[config.mk]
export PLATFORM = sky130hd
export DESIGN_NAME = camera_pixel_assembler
export DESIGN_NICKNAME = d
export VERILOG_FILES = /design/src/rtl/camera_pixel_assembler.sv
export SDC_FILE = /design/constraint.sdc
export NUM_CORES = 1
export LEC_CHECK = 0
export BUFFER_PORTS_ARGS = -buffer_cell sky130_fd_sc_hd__buf_2
export CAP_MARGIN = 20
export CELL_PAD_IN_SITES_DETAIL_PLACEMENT = 0
export CELL_PAD_IN_SITES_GLOBAL_PLACEMENT = 1
export CORE_MARGIN = 2
export CORE_UTILIZATION = 40
export CTS_CLUSTER_DIAMETER = 80
export DETAILED_ROUTE_END_ITERATION = 8
export PLACE_DENSITY = 0.83
export SLEW_MARGIN = 20
export SYNTH_ARGS = -nofsm -noshare
export SYNTH_HDL_FRONTEND = slang
export SYNTH_SLANG_ARGS = --single-unit
[constraint.sdc]
create_clock -name clk_in -period 1.8 [get_ports clk_in]
set_input_delay 0.36 -clock clk_in [delete_from_list [all_inputs] [get_ports clk_in]]
set_output_delay 0.36 -clock clk_in [all_outputs]
set_load 0.02 [all_outputs]
[src/rtl/camera_pixel_assembler.sv]
// Camera byte-to-pixel assembler: packs BYTES_PER_PIXEL samples per pixel, tracks source
// line/frame position, decimates by powers of two and reports line length and partial pixels.
module camera_pixel_assembler #(
  parameter int DATA_WIDTH      = 8,
  parameter int BYTES_PER_PIXEL = 2,
  parameter int HCOUNT_WIDTH    = 11,
  parameter int VCOUNT_WIDTH    = 10,
  parameter int FIRST_IN_MSB    = 1,
  parameter int HSKIP_LOG2      = 0,
  parameter int VSKIP_LOG2      = 0
) (
  input  logic                                  clk_in,
  input  logic                                  rst_in,
  input  logic                                  camera_pclk_in,
  input  logic                                  camera_hs_in,
  input  logic                                  camera_vs_in,
  input  logic [DATA_WIDTH-1:0]                 camera_data_in,
  output logic                                  pixel_valid_out,
  output logic [HCOUNT_WIDTH-1:0]               pixel_hcount_out,
  output logic [VCOUNT_WIDTH-1:0]               pixel_vcount_out,
  output logic [BYTES_PER_PIXEL*DATA_WIDTH-1:0] pixel_data_out,
  output logic                                  frame_start_out,
  output logic                                  line_done_out,
  output logic [HCOUNT_WIDTH-1:0]               line_length_out,
  output logic                                  partial_error_out
);

  localparam int PW    = BYTES_PER_PIXEL * DATA_WIDTH;
  localparam int IDX_W = (BYTES_PER_PIXEL > 1) ? $clog2(BYTES_PER_PIXEL) : 1;
  localparam logic [IDX_W-1:0]        LAST_IDX = IDX_W'(BYTES_PER_PIXEL - 1);
  localparam logic [HCOUNT_WIDTH-1:0] H_MASK   = HCOUNT_WIDTH'((1 << HSKIP_LOG2) - 1);
  localparam logic [VCOUNT_WIDTH-1:0] V_MASK   = VCOUNT_WIDTH'((1 << VSKIP_LOG2) - 1);

  logic                    pclk_prev;
  logic [IDX_W-1:0]        byte_idx;
  logic [HCOUNT_WIDTH-1:0] src_h;
  logic [VCOUNT_WIDTH-1:0] src_v;
  logic                    line_active;
  logic                    frame_first;
  logic [PW-1:0]           pix_sr;
  logic [PW-1:0]           pix_next;
  logic                    strobe;
  logic                    emit_ok;

  assign strobe  = !pclk_prev && camera_pclk_in;
  assign emit_ok = ((src_h & H_MASK) == '0) && ((src_v & V_MASK) == '0);

  // Shift register with the current sample dropped into its byte slot, so the final
  // byte of a pixel can be emitted on the same edge it is captured.
  always_comb begin
    pix_next = pix_sr;
    for (int k = 0; k < BYTES_PER_PIXEL; k++) begin
      if (byte_idx == IDX_W'(k)) begin
        if (FIRST_IN_MSB != 0)
          pix_next[(BYTES_PER_PIXEL-1-k)*DATA_WIDTH +: DATA_WIDTH] = camera_data_in;
        else
          pix_next[k*DATA_WIDTH +: DATA_WIDTH] = camera_data_in;
      end
    end
  end

  always_ff @(posedge clk_in) begin
    pclk_prev <= camera_pclk_in;
    if (rst_in) begin
      byte_idx          <= '0;
      src_h             <= '0;
      src_v             <= '0;
      line_active       <= 1'b0;
      frame_first       <= 1'b1;
      pix_sr            <= '0;
      pixel_valid_out   <= 1'b0;
      pixel_hcount_out  <= '0;
      pixel_vcount_out  <= '0;
      pixel_data_out    <= '0;
      frame_start_out   <= 1'b0;
      line_done_out     <= 1'b0;
      line_length_out   <= '0;
      partial_error_out <= 1'b0;
    end else begin
      pixel_valid_out   <= 1'b0;
      frame_start_out   <= 1'b0;
      line_done_out     <= 1'b0;
      partial_error_out <= 1'b0;
      if (strobe) begin
        if (camera_vs_in && camera_hs_in) begin
          pix_sr      <= pix_next;
          line_active <= 1'b1;
          if (byte_idx == LAST_IDX) begin
            byte_idx <= '0;
            src_h    <= src_h + 1'b1;
            if (emit_ok) begin
              pixel_valid_out  <= 1'b1;
              pixel_data_out   <= pix_next;
              pixel_hcount_out <= src_h >> HSKIP_LOG2;
              pixel_vcount_out <= src_v >> VSKIP_LOG2;
              frame_start_out  <= frame_first;
              frame_first      <= 1'b0;
            end
          end else begin
            byte_idx <= byte_idx + 1'b1;
          end
        end else begin
          // Line end is reported both on hs fall and on vs fall mid-line.
          if (line_active) begin
            line_done_out     <= 1'b1;
            line_length_out   <= src_h;
            partial_error_out <= (byte_idx != '0);
          end
          if (camera_vs_in) begin
            if (line_active) begin
              src_v       <= src_v + 1'b1;
              src_h       <= '0;
              byte_idx    <= '0;
              line_active <= 1'b0;
            end
          end else begin
            src_h       <= '0;
            src_v       <= '0;
            byte_idx    <= '0;
            line_active <= 1'b0;
            frame_first <= 1'b1;
          end
        end
      end
    end
  end

endmodule

Word-level counts from Yosys, hierarchy flattened
Index checks and enable logic that the tools add are counted.
Operators by class
  add/subtract/negate cells: 3
  bitwise logic cells: 4
  reductions and logical operators: 14
  equal/unequal tests: 4
  multiplexer cells: 18
Operator list (number)
  $mux W11: 4
  $mux W10: 2
  $mux W16: 1
  $reduce_and A3 Y1: 5
  $add A11 B1 Y11 const B: 1
  $add A10 B1 Y10 const B: 1
  $mux W1: 10
  $mux W8: 1
  $reduce_or A4 Y1: 2
  $reduce_or A3 Y1: 2
  $ne A2 B1 Y1 const B: 2
  $not A1 Y1: 4
  $reduce_and A2 Y1: 2
  $ne A3 B1 Y1 const B: 1
  $logic_and A1 B1 Y1: 2
  $ne A2 B2 Y1 const B: 1
  $add A1 B1 Y1 const B: 1
  $logic_not A1 Y1: 1
Word-level totals
  input bits: 13
  output and inout bits: 52
  logic and storage cells: 58
  bits in registers: 93

Depth between registers and ports, before layout
  word-level depth: 4
  mapped depth: 7
  mapped depth without buffers: 5

Least setup slack after synthesis
No wires, ideal clock.
  path kind: register to register
  start point: register pclk_prev
  end point: register line_length_out[2]
  arrival time: 1.355 ns
  setup time: 0.128 ns
  stages on the path, launching flop included: 8
  period minus slack after synthesis: 1.483 ns
  setup slack: 0.317 ns
  data required time: 1.672 ns
  cell sequence: dfxtp_1 and2b_1 buf_4 and3_1 clkbuf_1 buf_6 mux2i_1 nor2_1
Between the ends
  word-level cells in the longest chain between the ends: 3
RTL lines
  start, declared: RTL line 34  | logic pclk_prev;
  start signal, assigned: RTL line 63  | pclk_prev <= camera_pclk_in;
  $logic_not A1 Y1: RTL line 45  | assign strobe = !pclk_prev && camera_pclk_in;
  $logic_and A1 B1 Y1: RTL line 45
  $reduce_and A3 Y1 (no line)
  end signal, assigned: RTL line 106  | line_length_out <= src_h;
  end, declared: RTL line 24  | output logic [HCOUNT_WIDTH-1:0] line_length_out,
No other way between the ends.
A chain may end at the register's enable or synchronous reset.

Worst setup path in the final report
  start point: register pclk_prev
  end point: register src_h[10]
Between the ends
  word-level cells in the longest chain between the ends: 3
RTL lines
  $logic_not A1 Y1: RTL line 45
  $logic_and A1 B1 Y1: RTL line 45
  $reduce_and A3 Y1 (no line)
  end signal, assigned: RTL line 90  | src_h <= src_h + 1'b1;
  end, declared: RTL line 36  | logic [HCOUNT_WIDTH-1:0] src_h;
No other way between the ends.

==> summary.md <==
| Metric | Value |
|---|---|
| Mux cell area share after synthesis | 6.14% |
| Number of port buffers | between 60 and 70 |
| # setup viols final | 0 |
| Synthesized instance count | approximately 370 |
| Vias in the first global route | between 2,000 and 2,500 |
| Initial antenna violation count | 0 |
| Total CTS buffers | 9 |
| DRT met1 WL | about 3.5 mm |
| Crit-path max FO | 10 |
| Min Tclk post-route | 1.66 ns |
| Worst flop-to-flop path startpoint | pclk_prev |
| Critical Path Sink | src_h[10] |
| Metal2 WL | roughly 3.2 mm |
| Final Core Density | a little over 50% |
| Clock latency on the worst-skew pair | between 0.3 and 0.4 ns |
| FF-to-FF path depth | 4 |
| Largest net degree at the start of global routing | between 40 and 50 |
| Hold Path Class | input pin to flip-flop |
| Syn Std Cell Area | 0.00326 mm^2 |
| Sequential Area | between 0.0015 and 0.002 mm^2 |
| Post-Synth Adder-Cell Area | 0.768% |
| Highest metal used | met4 |
| Antenna Nets Post-Route | 0 |
| # fillers | around 770 |
| Hold slack | roughly 0.25 ns |
| Post-CTS resize count | 0 |
| Initial drt markers | 107 |
| Crit. End Element | flip-flop |
| Simple-gate share of the synthesized area | approximately a fifth |
| Largest family of logic cells by synthesized area | simple AND/OR/NAND/NOR gates |
| Synth-to-layout area growth | 22.8% |
| I/O Pins | 65 |
| CP Launch Type | flip-flop |
| Max-slew violations | 0 |
| Commonest non-fill, non-tap cell in the layout | dfxtp_1 |
| Clk_skew | slightly above 0.008 ns |
| Chip Width | between 90 and 100 um |
| Critical path class | flip-flop to flip-flop |
| Worst EP required | approximately 2.1 ns |
| Crit path DAT | 1.94 ns |
| FMAX | ~600 MHz |
| Nets | 453 |
| VDD IR max | 0.400 mV |
| Routed vias | around 2,700 |
| Hold Buf Count CTS | 0 |
| #FFs+latches synth | between 80 and 90 |
| Max clock buf depth | 2 |
| Drt wl/cell | ~13 um |
| Starting Density | around two fifths |
| Htree depth | 3 |
| Compound-cell area share of the yosys netlist | 14.1% |
| PwrDens | between 800 and 900 mW/mm^2 |
| Final Hold Viols | 0 |
| Most frequent cells in the layout | dfxtp_1, nand2_1, buf_2 |
| Die Ht | approximately 94 um |
| Leak | 1.55 nW |
| RSZ-0062 raised after global routing | no |
| Critical path startpoint | pclk_prev |
| Reg2reg end | src_h[10] |
| Routed wl met3 | around 330 um |
| Sequential fraction of the synthesis area | a little over half |
| Status | finished, final reports clean |
| Clock Tree Root | clkbuf_8 |
| TritonRoute pass-1 iters | 4 |
| R2R Setup Slk | between 0.1 and 0.15 ns |
| Via density | between 4 and 5 |
| Net count after synthesis | around 380 |
| DP Wirelength | between 4 and 5 mm |
| Routed Wire Length | 7.22 mm |
| Synthesis Warnings | 0 |
| Post-CTS setup buffer count | 0 |
| Worst-path clk slew | approximately 0.090 ns |
| Core area | just under 0.008 mm^2 |
| CTS Sinks | 85 |
| Yosys cell types | a little over 40 |
| Syn avg cell area | approximately 8.8 um^2 |
| Worst slew pin tran | 0.626 ns |
| XOR/XNOR Fraction of Synth Area | under 10% |
| Gr usage total | 17.1% |
| DIE AREA | 0.00889 mm^2 |
| Antenna Cells | 0 |
| Routability cong. | ~0.8 |
| Tcrit/Tclk final | between 90 and 100% |
| GRT Residual Overflow | 0 |
| CTS tree | built |
| Drt drc | 0 |
| Max-cap viol count | 0 |
| Total negative setup slack | 0 ns |
| First-pass GRT wire length | 11.8 mm |
| Layout cells sized above 1 | between 20% and 30% |
| # rows | 32 |
| Area taken by multi-input logic gates | approximately 0.0014 mm^2 |
| Slew margin rel. | 57.2% |
Yosys cell counts:
| library cell | number | area (um^2) |
|---|---|---|
| nor2_1 | 36 | 135 |
| nand2b_1 | 3 | 18.8 |
| nor3_1 | 2 | 10.0 |
| dfxtp_1 | 85 | 1700 |
| nor2_2 | 1 | 6.26 |
| buf_4 | 1 | 7.51 |
| nand3_1 | 3 | 15.0 |
| xnor2_1 | 7 | 61.3 |
| a2111oi_0 | 2 | 17.5 |
| or3_1 | 2 | 12.5 |
| nand2b_4 | 1 | 13.8 |
| o311ai_0 | 1 | 8.76 |
| nor2b_1 | 1 | 6.26 |
| o21ai_2 | 1 | 8.76 |
| o311ai_4 | 1 | 26.3 |
| o21ai_0 | 3 | 15.0 |
| nor3b_1 | 1 | 7.51 |
| and2b_1 | 1 | 7.51 |
| nand3b_1 | 1 | 7.51 |
| nand4b_1 | 2 | 17.5 |
| a32oi_1 | 1 | 8.76 |
| clkbuf_1 | 11 | 41.3 |
| nand4_1 | 6 | 37.5 |
| a21o_1 | 1 | 7.51 |
| a21oi_1 | 50 | 250 |
| nand2_1 | 81 | 304 |
| and2b_2 | 1 | 8.76 |
| mux2i_1 | 20 | 200 |
| xor2_1 | 1 | 8.76 |
| buf_2 | 9 | 45.0 |
| a31o_2 | 3 | 26.3 |
| inv_1 | 6 | 22.5 |
| o211ai_1 | 1 | 7.51 |
| a211oi_1 | 3 | 22.5 |
| buf_6 | 1 | 11.3 |
| or4_1 | 4 | 30.0 |
| ha_1 | 2 | 25.0 |
| and3_1 | 3 | 18.8 |
| o31ai_1 | 6 | 45.0 |
| and2_1 | 3 | 18.8 |
| a311oi_2 | 1 | 15.0 |
critical path, cell delays in order (launching register included):
cell and delay (ns):
dfxtp_1 0.33, and2b_1 0.39, o311ai_4 0.22, or4_1 0.49
a21oi_1 0.16
layer usage:
layer,up-vias,GRT usage (%)
met5,-,0
met3,14,3.77
met4,0,8.21
li1,1389,-
met1,1255,23.5
met2,64,25.4
power by group:
part	leakage [nW]	total, mW	switching, mW	internal (mW)
registers	0.685	1.89	0.00497	1.89
clock network	0.112	1.48	0.661	0.817
logic	0.749	0.107	0.0706	0.0368
worst min-delay path by stage:
stage | from | end | depth (start not counted)
detailed placement | pix_sr[9] | pixel_data_out[9] | 2
global placement | pix_sr[15] | pixel_data_out[15] | 2
finish | camera_data_in[6] | pixel_data_out[6] | 3
CTS | camera_data_in[6] | pixel_data_out[6] | 3
global route | camera_data_in[6] | pixel_data_out[6] | 3
floorplan | camera_pclk_in | pclk_prev | 0
cell families after synthesis:
kind of cell / Yosys count
and+or+nand+nor: 152
muxes: 20
adders and majority gates: 2
buffers and inverters: 28
DFF: 85
xor gates and xnor gates: 8
AOI/OAI and AO/OA: 74
through the flow:
stage	setup WS, ns	instances	total power, mW	cell area, um^2
after CTS	0.143	545	3.52	4000
after detailed placement	0.0975	529	2.04	3780
after global placement	0.133	529	2.04	3780
after global routing	0.0501	545	3.61	4000
after floorplan	0.317	369	2.00	3260
final	0.138	545	3.48	4000
final cells by class:
| type | instances | share of cell area, % |
|---|---|---|
| clock buffers | 10 | 3.44 |
| clock inverters | 6 | 2.16 |
| inverters | 6 | 0.563 |
| multi-input cells | 256 | 35.9 |
| flip-flops and latches | 85 | 42.5 |
| well taps | 102 | 3.19 |
| repair buffers | 80 | 12.3 |
state kept, by name (all words and copies together) (netlist names), 8 cells and up:
name	flops
pixel_vcount_out	10
line_length_out	11
pix_sr	8
pixel_hcount_out	11
src_v	10
pixel_data_out	16
src_h	11
No activity file was read; power rests on OpenSTA's default activity.
